==> src/rtl/mem_req_arbiter.sv <==
// mem_req_arbiter: shares the byte-serial memory controller between IF, LSB and PF with
// round-robin order plus starvation override. `define ARB_PERF_CNT_EN adds grant/abort counters.
module mem_req_arbiter #(
  parameter int STARVE_LIMIT = 8,
  parameter int CNT_W        = 4
) (
  input  logic        clk,
  input  logic        rst,
  input  logic        rdy,
  input  logic        clr,
  input  logic        if_req,
  input  logic [31:0] if_addr,
  output logic        if_done,
  output logic [31:0] if_data,
  input  logic        lsb_req,
  input  logic        lsb_wr,
  input  logic [31:0] lsb_addr,
  input  logic [2:0]  lsb_ls_type,
  input  logic [31:0] lsb_st_val,
  output logic        lsb_done,
  output logic [31:0] lsb_data,
  input  logic        pf_req,
  input  logic [31:0] pf_addr,
  output logic        pf_done,
  output logic [31:0] pf_data,
  output logic        mc_req_valid,
  output logic        mc_req_wr,
  output logic [31:0] mc_req_addr,
  output logic [2:0]  mc_req_ls_type,
  output logic [31:0] mc_req_st_val,
  output logic        mc_abort,
  input  logic        mc_done,
  input  logic [31:0] mc_ld_val
`ifdef ARB_PERF_CNT_EN
  ,
  output logic [31:0] perf_if_grants,
  output logic [31:0] perf_lsb_grants,
  output logic [31:0] perf_pf_grants,
  output logic [31:0] perf_aborts
`endif
);

  localparam logic [2:0]       LS_WORD   = 3'b010;
  localparam logic [1:0]       ID_IF     = 2'd0;
  localparam logic [1:0]       ID_LSB    = 2'd1;
  localparam logic [1:0]       ID_PF     = 2'd2;
  localparam logic [CNT_W-1:0] CNT_MAX   = {CNT_W{1'b1}};
  localparam logic [CNT_W-1:0] CNT_LIMIT = CNT_W'(STARVE_LIMIT);

  typedef enum logic [1:0] {IDLE, BUSY, GAP} state_t;

  state_t                  state;
  logic [1:0]              rr_ptr;
  logic [1:0]              owner;
  logic [1:0]              winner;
  logic [2:0][CNT_W-1:0]   wait_cnt;
  logic [31:0]             lat_addr;
  logic [31:0]             lat_st_val;
  logic                    lat_wr;
  logic [2:0]              lat_ls_type;
  logic [2:0]              req_vec;
  logic [2:0]              starved;
  logic [2:0]              cnt_clr;
  logic                    grant;
  logic                    busy;
  logic                    abort_now;
  logic                    complete_now;

  // Starved requesters beat the rotating pointer; lowest index wins among them.
  always_comb begin
    req_vec = {pf_req, lsb_req, if_req};
    starved = {pf_req  && (wait_cnt[2] >= CNT_LIMIT),
               lsb_req && (wait_cnt[1] >= CNT_LIMIT),
               if_req  && (wait_cnt[0] >= CNT_LIMIT)};
    winner = ID_IF;
    if (starved[0])      winner = ID_IF;
    else if (starved[1]) winner = ID_LSB;
    else if (starved[2]) winner = ID_PF;
    else begin
      case (rr_ptr)
        ID_IF:   winner = req_vec[0] ? ID_IF  : (req_vec[1] ? ID_LSB : ID_PF);
        ID_LSB:  winner = req_vec[1] ? ID_LSB : (req_vec[2] ? ID_PF  : ID_IF);
        default: winner = req_vec[2] ? ID_PF  : (req_vec[0] ? ID_IF  : ID_LSB);
      endcase
    end
    grant        = (state == IDLE) && rdy && !clr && (|req_vec);
    busy         = (state == BUSY);
    abort_now    = rdy && busy && clr && !lat_wr;
    complete_now = rdy && busy && mc_done && !abort_now;
    cnt_clr[0]   = !if_req  || (grant && winner == ID_IF)  || clr;
    cnt_clr[1]   = !lsb_req || (grant && winner == ID_LSB) || (clr && !lsb_wr);
    cnt_clr[2]   = !pf_req  || (grant && winner == ID_PF)  || clr;
  end

  always_ff @(posedge clk or posedge rst) begin
    if (rst) begin
      wait_cnt <= '0;
    end else if (rdy) begin
      for (int i = 0; i < 3; i++) begin
        if (cnt_clr[i])                 wait_cnt[i] <= '0;
        else if (wait_cnt[i] != CNT_MAX) wait_cnt[i] <= wait_cnt[i] + 1'b1;
      end
    end
  end

  // Done/abort/data registers are single-cycle pulses and fall back to zero on every edge.
  always_ff @(posedge clk or posedge rst) begin
    if (rst) begin
      state       <= IDLE;
      rr_ptr      <= ID_IF;
      owner       <= ID_IF;
      lat_addr    <= '0;
      lat_st_val  <= '0;
      lat_wr      <= 1'b0;
      lat_ls_type <= '0;
      if_done     <= 1'b0;
      lsb_done    <= 1'b0;
      pf_done     <= 1'b0;
      if_data     <= '0;
      lsb_data    <= '0;
      pf_data     <= '0;
      mc_abort    <= 1'b0;
    end else begin
      if_done  <= 1'b0;
      lsb_done <= 1'b0;
      pf_done  <= 1'b0;
      if_data  <= '0;
      lsb_data <= '0;
      pf_data  <= '0;
      mc_abort <= 1'b0;
      if (rdy) begin
        case (state)
          IDLE: begin
            if (grant) begin
              owner       <= winner;
              rr_ptr      <= (winner == ID_PF) ? ID_IF : winner + 2'd1;
              lat_addr    <= (winner == ID_IF) ? if_addr : ((winner == ID_LSB) ? lsb_addr : pf_addr);
              lat_wr      <= (winner == ID_LSB) && lsb_wr;
              lat_ls_type <= (winner == ID_LSB) ? lsb_ls_type : LS_WORD;
              lat_st_val  <= (winner == ID_LSB) ? lsb_st_val : 32'd0;
              state       <= BUSY;
            end
          end
          BUSY: begin
            if (abort_now) begin
              mc_abort <= 1'b1;
              state    <= GAP;
            end else if (complete_now) begin
              case (owner)
                ID_IF: begin
                  if_done <= 1'b1;
                  if_data <= mc_ld_val;
                end
                ID_LSB: begin
                  lsb_done <= 1'b1;
                  lsb_data <= lat_wr ? 32'd0 : mc_ld_val;
                end
                default: begin
                  pf_done <= 1'b1;
                  pf_data <= mc_ld_val;
                end
              endcase
              state <= GAP;
            end
          end
          GAP:     state <= IDLE;
          default: state <= IDLE;
        endcase
      end
    end
  end

  assign mc_req_valid   = busy;
  assign mc_req_wr      = busy && lat_wr;
  assign mc_req_addr    = busy ? lat_addr : 32'd0;
  assign mc_req_ls_type = busy ? lat_ls_type : 3'd0;
  assign mc_req_st_val  = busy ? lat_st_val : 32'd0;

`ifdef ARB_PERF_CNT_EN
  always_ff @(posedge clk or posedge rst) begin
    if (rst) begin
      perf_if_grants  <= '0;
      perf_lsb_grants <= '0;
      perf_pf_grants  <= '0;
      perf_aborts     <= '0;
    end else begin
      if (grant && winner == ID_IF)  perf_if_grants  <= perf_if_grants + 32'd1;
      if (grant && winner == ID_LSB) perf_lsb_grants <= perf_lsb_grants + 32'd1;
      if (grant && winner == ID_PF)  perf_pf_grants  <= perf_pf_grants + 32'd1;
      if (abort_now)                 perf_aborts     <= perf_aborts + 32'd1;
    end
  end
`endif

endmodule

==> config.mk <==
export PLATFORM = sky130hd
export DESIGN_NAME = mem_req_arbiter
export DESIGN_NICKNAME = d
export VERILOG_FILES = /design/src/rtl/mem_req_arbiter.sv
export SDC_FILE = /design/constraint.sdc
export NUM_CORES = 1
export LEC_CHECK = 0
export ABC_AREA = 1
export BUFFER_PORTS_ARGS = -buffer_cell sky130_fd_sc_hd__buf_2
export CORE_MARGIN = 2
export CORE_UTILIZATION = 39
export DETAILED_ROUTE_END_ITERATION = 8
export PLACE_DENSITY = 0.78
export SETUP_SLACK_MARGIN = 0.1
export SYNTH_ARGS = -nofsm -noshare
export SYNTH_HDL_FRONTEND = slang
export SYNTH_SLANG_ARGS = --single-unit
==> constraint.sdc <==
create_clock -name clk -period 6.5 [get_ports clk]
set_input_delay 0.325 -clock clk [delete_from_list [all_inputs] [get_ports clk]]
set_output_delay 0.325 -clock clk [all_outputs]
set_load 0.02 [all_outputs]
* After elaboration in Yosys (flattened, before gate mapping) *
Cells that the tools add are included.

storage, ports and cells
  bits in registers = 186
  latch bits = 0
  memory bits (writable) = 0
  ROM bits = 0
  output and inout port bits = 169
  word-level logic and storage cells = 140
  memories = 0

cells by class
  add/sub/neg operators = 4
  multipliers = 0
  div/mod/pow operators = 0
  $lt $le $gt $ge = 3
  equal/unequal tests = 10
  shift-type cells = 0
  muxes and demuxes = 62
  bitwise operators = 0
  reduce and logical (&&, ||, !) cells = 44

operators by type and width
  kind                 count
  $mux 32              21
  $mux 2               12
  $mux 4               6
  $mux 1               19
  $logic_and 1x1->1    17
  $add 4x1->4 const B  3
  $ge 4x4->1 const B   3
  $ne 4x4->1 const B   3
  $eq 2x1->1 const B   4
  $logic_not 2->1      4
  $pmux 2 s2           2
  $logic_not 1->1      7
  $logic_or 1x1->1     6
  $mux 3               2
  $reduce_and 2->1     3
  $reduce_and 3->1     2
  $reduce_bool 2->1    3
  $ne 3x1->1 const B   1
  $reduce_or 3->1      1
  $add 2x1->2 const B  1
  $eq 2x2->1 const B   1
  $ne 2x2->1 const B   1
  $reduce_or 2->1      1

* Longest topological paths before layout *
  depth after elaboration = 12
  mapped depth = 11
  mapped depth without buffers = 11

* Worst setup path after synthesis *
Ideal clock, no wire load.

  kind = register to register
  start = register state[0]
  end = register lat_addr[12]
  arrival time = 1341 ps
  path slack = 5090 ps
  cell stages (with the launch flop) = 10
  path buffers = 2
  path through = dfrtp_1 > nor2_1 > nand3_4 > inv_4 > nand3_4 > inv_2 > buf_6 > buf_4 > nand2_1 > nand3_1

on the way
  longest elaborated chain between the ends = 5

RTL lines
  what                             RTL line  RTL
  start, declared                  52        state_t state;
  start signal, assigned           109       state <= IDLE;
  start signal, assigned           141       state <= BUSY;
  start signal, assigned           147       state <= GAP;
  $logic_not 2->1 *                86, 132
  $logic_and 1x1->1 (3 in series)  86        grant = (state == IDLE) && rdy && !clr && (|req_vec);
  $reduce_and 3->1 (no line) *     --
  end signal, assigned             137       lat_addr <= (winner == ID_IF) ? if_addr : ((winner == ID_LSB) ? lsb_addr : pf_addr);
  end, declared                    57        logic [31:0] lat_addr;

Every way passes the cells marked *; elsewhere a longest branch is shown, timed or not.
A chain may end at the register's enable or synchronous reset.

* Worst setup path after layout *
  start = register state[0]
  end = register lat_st_val[25]

on the way
  longest elaborated chain between the ends = 5

RTL lines
  what                             RTL line  RTL
  $logic_not 2->1 *                86, 132
  $logic_and 1x1->1 (3 in series)  86
  $reduce_and 3->1 (no line) *     --
  end signal, assigned             140       lat_st_val <= (winner == ID_LSB) ? lsb_st_val : 32'd0;
  end, declared                    58        logic [31:0] lat_st_val;

Marks and branches as above.

==> flow_summary.html <==
<table>
<tr><th>Metric</th><th>Value</th></tr>
<tr><th colspan="2">Layout</th></tr>
<tr><td>Area of the multi-input gates</td><td>0.002280 sq mm</td></tr>
<tr><td>Storage element area</td><td>0.004654 sq mm</td></tr>
<tr><td>Final-stage net count</td><td>1357</td></tr>
<tr><td>Fraction of final layout cells with drive strength greater than 1</td><td>0.3283</td></tr>
<tr><td>Inserted Diodes</td><td>0</td></tr>
<tr><td>Final-layout fill cell count</td><td>1805</td></tr>
<tr><td>Area added between synthesis and finish</td><td>31.83%</td></tr>
<tr><th colspan="2">Clock network</th></tr>
<tr><td>Number of buffers added to fix hold violations after cts</td><td>0</td></tr>
<tr><td>Max Buffers Root-to-Sink</td><td>2</td></tr>
<tr><td>Clock tree from TritonCTS</td><td>done</td></tr>
<tr><td>CTS root buffer</td><td>sky130_fd_sc_hd__clkbuf_16</td></tr>
<tr><td>Post-CTS Setup Bufs</td><td>0</td></tr>
<tr><td>H-tree Lvls</td><td>4</td></tr>
<tr><td>Post-CTS sizing</td><td>0</td></tr>
<tr><td>Clock insertion delay at the later pin of the skew report</td><td>420 ps</td></tr>
<tr><td>Clock-pin slew of the registers on the worst-case setup and hold paths</td><td>80 ps</td></tr>
<tr><td>Number of clock buffers inserted by TritonCTS</td><td>17</td></tr>
<tr><td>Clock Sinks</td><td>186</td></tr>
<tr><th colspan="2">STA</th></tr>
<tr><td>Slew at the pin closest to its max-slew limit</td><td>1039 ps</td></tr>
<tr><td>Final setup skew</td><td>14.20 ps</td></tr>
<tr><td>Final-report setup violation count</td><td>0</td></tr>
<tr><td>Min cycle time layout</td><td>2880 ps</td></tr>
<tr><td>Final hold violation count</td><td>0</td></tr>
<tr><td>Max-slew headroom</td><td>0.3062</td></tr>
<tr><td>Max Clk Rate</td><td>347.3 MHz</td></tr>
<tr><td>Setup repair after global routing missed its margin</td><td>no</td></tr>
<tr><td>Final-report max-slew violation count</td><td>0</td></tr>
<tr><td>Aggregate negative setup slack</td><td>0 ps</td></tr>
<tr><td>Final Cycle Share</td><td>0.4430</td></tr>
<tr><th colspan="2">Detailed routing</th></tr>
<tr><td>First drt pass iteration count</td><td>5</td></tr>
<tr><td>Detailed-route via count</td><td>6753</td></tr>
<tr><td>DR DRC count</td><td>0</td></tr>
<tr><td>Average vias per placed instance</td><td>4.638</td></tr>
<tr><td>Avg WL per Cell</td><td>14.56 um</td></tr>
<tr><td>Final Routed Wirelength</td><td>21.20 mm</td></tr>
<tr><td>Antenna-violating nets left</td><td>0</td></tr>
<tr><td>Detailed Route Iter0 Violations</td><td>456</td></tr>
<tr><th colspan="2">Worst setup path</th></tr>
<tr><td>Worst stage delay on the critical path</td><td>800 ps</td></tr>
<tr><td>Beginning of the worst register-to-register path</td><td>state[0]</td></tr>
<tr><td>Data arrival time of the critical path</td><td>3210 ps</td></tr>
<tr><td>Worst Setup SP</td><td>state[0]</td></tr>
<tr><td>Cell with the most instances on the worst path</td><td>sky130_fd_sc_hd__nand3_4</td></tr>
<tr><td>Cell type of the slowest stage on the worst timing path</td><td>sky130_fd_sc_hd__inv_2</td></tr>
<tr><td>Sort of element at the start of the critical path</td><td>flip-flop</td></tr>
<tr><td>Chain of cells forming the critical path</td><td>nor2_1 &gt; nand3_4 &gt; inv_4 &gt; nand3_4 &gt; inv_2 &gt; nand2_1 &gt; o21ai_0</td></tr>
<tr><td>Start-to-end type of the worst setup path</td><td>flip-flop to flip-flop</td></tr>
<tr><td>Peak fanout along the critical path</td><td>62</td></tr>
<tr><td>Kind of end point of the critical path</td><td>flip-flop</td></tr>
<tr><td>Data required time at the worst endpoint</td><td>6830 ps</td></tr>
<tr><th colspan="2">Power and ir drop</th></tr>
<tr><td>Power share of the clock group</td><td>0.321</td></tr>
<tr><td>Internal Dissipation</td><td>2.127 mW</td></tr>
<tr><td>Combinational power share</td><td>0.223</td></tr>
<tr><td>Power density over the cells</td><td>314.6 mW/mm^2</td></tr>
<tr><td>Net switching share of the total power</td><td>0.3284</td></tr>
<tr><td>VDD IR max</td><td>184.9 uV</td></tr>
<tr><td>Sequential Power Share</td><td>0.456</td></tr>
<tr><td>Leakage Power</td><td>5.886 nW</td></tr>
<tr><td>Net load switching power</td><td>1.040 mW</td></tr>
<tr><td>Final Total Pwr</td><td>3.166 mW</td></tr>
<tr><th colspan="2">Global route</th></tr>
<tr><td>Total Routing Usage GR</td><td>0.1964</td></tr>
<tr><td>Pin count of the biggest net entering global routing</td><td>125</td></tr>
<tr><td>Overflow after GRT</td><td>0</td></tr>
<tr><td>Via count of the first global-routing pass</td><td>6337</td></tr>
<tr><td>Number of antenna violations at the first check in global routing</td><td>0</td></tr>
<tr><td>First-pass GRT wire length</td><td>31.61 mm</td></tr>
<tr><th colspan="2">Die</th></tr>
<tr><td>Top-level I/O count</td><td>341</td></tr>
<tr><td>Area inside the core boundary</td><td>0.01933 sq mm</td></tr>
<tr><td>Starting density of the core</td><td>0.3949</td></tr>
<tr><td>Overall die area</td><td>0.02071 sq mm</td></tr>
<tr><td>Num rows</td><td>51</td></tr>
<tr><td>Width of the chip</td><td>143.9 um</td></tr>
<tr><td>Chip height</td><td>143.9 um</td></tr>
<tr><th colspan="2">Synth</th></tr>
<tr><td>Area share of fa/ha/maj cells after synthesis</td><td>0.009833</td></tr>
<tr><td>Count of mapped cells out of synthesis</td><td>856</td></tr>
<tr><td>Post-synth EDFFs</td><td>0</td></tr>
<tr><td>Synthesized-area fraction occupied by and/or/nand/nor cells</td><td>0.2193</td></tr>
<tr><td>Netlist area before placement</td><td>0.007635 sq mm</td></tr>
<tr><td>Dominant register cell in the synthesized netlist</td><td>sky130_fd_sc_hd__dfrtp_1</td></tr>
<tr><td>Area share of xor/xnor cells in the synthesized design</td><td>0.005736</td></tr>
<tr><td>Fraction of synthesized area in multiplexers</td><td>0</td></tr>
<tr><td>Seq/Total Area, Yosys</td><td>0.6096</td></tr>
<tr><td>Per-instance average area after synthesis</td><td>8.919 sq um</td></tr>
<tr><td>Count of warnings emitted by yosys</td><td>0</td></tr>
<tr><td>Async S/R FF share, synth</td><td>1.000</td></tr>
<tr><td>Number of nets produced by synthesis</td><td>1034</td></tr>
<tr><td>Compound-gate portion of the synthesized area</td><td>0.06342</td></tr>
<tr><td>Main combinational cell family by area after synthesis</td><td>simple AND/OR/NAND/NOR gates</td></tr>
<tr><td>Number of synthesized register bits</td><td>186</td></tr>
<tr><td>Number of different library cells in the post-synthesis netlist</td><td>30</td></tr>
<tr><th colspan="2">Place</th></tr>
<tr><td>HPWL Detailed</td><td>15.12 mm</td></tr>
<tr><td>Routability-driven placement congestion ratio</td><td>0.8651</td></tr>
<tr><td>Port Buffers</td><td>340</td></tr>
<tr><th colspan="2">Job</th></tr>
<tr><td>MaxCap Viol Count</td><td>0</td></tr>
<tr><th colspan="2">Run status</th></tr>
<tr><td>Run status</td><td>finished, final reports clean</td></tr>
<tr><th colspan="2">Min path</th></tr>
<tr><td>Kind of path behind the tightest hold check</td><td>primary input to async pin</td></tr>
</table>
## placed cells by master (no fill, tap or decap), types with 3 or more instances in the layout
cell type,n
sky130_fd_sc_hd__o22ai_1,11
sky130_fd_sc_hd__o21ai_1,9
sky130_fd_sc_hd__buf_4,4
sky130_fd_sc_hd__inv_2,5
sky130_fd_sc_hd__a22oi_1,22
sky130_fd_sc_hd__o21ai_0,35
sky130_fd_sc_hd__clkinv_4,4
sky130_fd_sc_hd__inv_8,7
sky130_fd_sc_hd__nor2_1,196
sky130_fd_sc_hd__dfrtp_1,186
sky130_fd_sc_hd__ha_1,6
sky130_fd_sc_hd__inv_1,121
sky130_fd_sc_hd__buf_2,340
sky130_fd_sc_hd__clkbuf_16,17
sky130_fd_sc_hd__nand3_1,58
sky130_fd_sc_hd__nand2_1,141
sky130_fd_sc_hd__xor2_1,3
sky130_fd_sc_hd__a21oi_1,3
## cell usage after synthesis (9+ instances only)
| cell type | number | area, sq um |
|---|---|---|
| sky130_fd_sc_hd__buf_2 | 14 | 70.07 |
| sky130_fd_sc_hd__inv_1 | 122 | 457.9 |
| sky130_fd_sc_hd__o21ai_0 | 35 | 175.2 |
| sky130_fd_sc_hd__nand3_1 | 58 | 290.3 |
| sky130_fd_sc_hd__o21ai_1 | 9 | 45.04 |
| sky130_fd_sc_hd__dfrtp_1 | 186 | 4654 |
| sky130_fd_sc_hd__nor2_1 | 196 | 735.7 |
| sky130_fd_sc_hd__a22oi_1 | 22 | 165.2 |
| sky130_fd_sc_hd__clkbuf_1 | 15 | 56.30 |
| sky130_fd_sc_hd__o22ai_1 | 11 | 68.82 |
| sky130_fd_sc_hd__nand2_1 | 142 | 533.0 |
## flip-flops by register name (all words and copies together), names as in the netlist
register / flops
wait_cnt: 12
lat_wr: 1
state: 2
lat_st_val: 32
lsb_done: 1
rr_ptr: 2
pf_done: 1
lat_addr: 32
lat_ls_type: 3
if_done: 1
lsb_data: 32
pf_data: 32
if_data: 32
owner: 2
mc_abort: 1
## routing by layer
layer / GRT usage / routed length, um / share of wire / vias up
li1: - / - / - / 3263
met1: 0.2554 / 8997 / 0.42 / 3177
met2: 0.3303 / 10390 / 0.49 / 280
met3: 0.03699 / 1390 / 0.066 / 33
met4: 0.06605 / 418 / 0.020 / 0
met5: 0 / 0 / 0 / -
## critical path: cells and delay by family (launching register included)
kind,cells,cell delay (ps)
flip-flops,1,410
AND/OR/NAND/NOR,4,840
AO/OA/AOI/OAI,1,130
buffers and inverters,2,1380
## layout make-up
cell class	count	area share
multi-input combinational	502	0.2265
tap	265	0.03294
sequential	186	0.4625
inverter	128	0.04873
timing repair buffer	344	0.1721
clock buffer	17	0.04227
clock inverter	14	0.01504
## worst paths after layout
path | to | slack [ps] | cells after the start
worst min-delay path | lat_st_val[2] | 80 | 2
worst max-delay path | lat_st_val[25] | 3620 | 7
min in group clk | lat_st_val[14] | 110 | 3
worst min register to register | if_done | 460 | 1
worst max register to register | lat_st_val[25] | 3620 | 7
max in group asynchronous | wait_cnt[6] | 5050 | 3
## power by group through the flow
stage	registers (mW)	logic, mW	clock network, mW
floorplan	1.46	0.501	0
global placement	1.46	0.691	0
detailed placement	1.47	0.709	0
CTS	1.44	0.711	1.04
global route	1.47	0.800	1.09
finish	1.44	0.707	1.02
## stage by stage
step | instances | worst slack (ps) | hold WS [ps] | utilization | instance area [sq um]
6_report | 1456 | 3620 | 77.14 | 0.5205 | 10060
5_1_grt | 1456 | 3300 | 97.85 | 0.5205 | 10060
2_1_floorplan | 856 | 1118 | 435.8 | - | 7635
4_1_cts | 1456 | 3565 | 92.66 | 0.5205 | 10060
3_3_place_gp | 1425 | 3445 | 453.5 | 0.4907 | 9488
3_5_place_dp | 1425 | 3389 | 450.0 | 0.4907 | 9488
## cells by family (layout without fill, tap and decap cells)
family                     count (synthesis)  after routing
and+or+nand+nor                          409            409
DFF                                      186            186
buffers and inverters                    168            503
AOI/OAI and AO/OA                         82             82
adders and majority gates                  6              6
xor gates and xnor gates                   5              5
(Power assumes the default switching activity.)
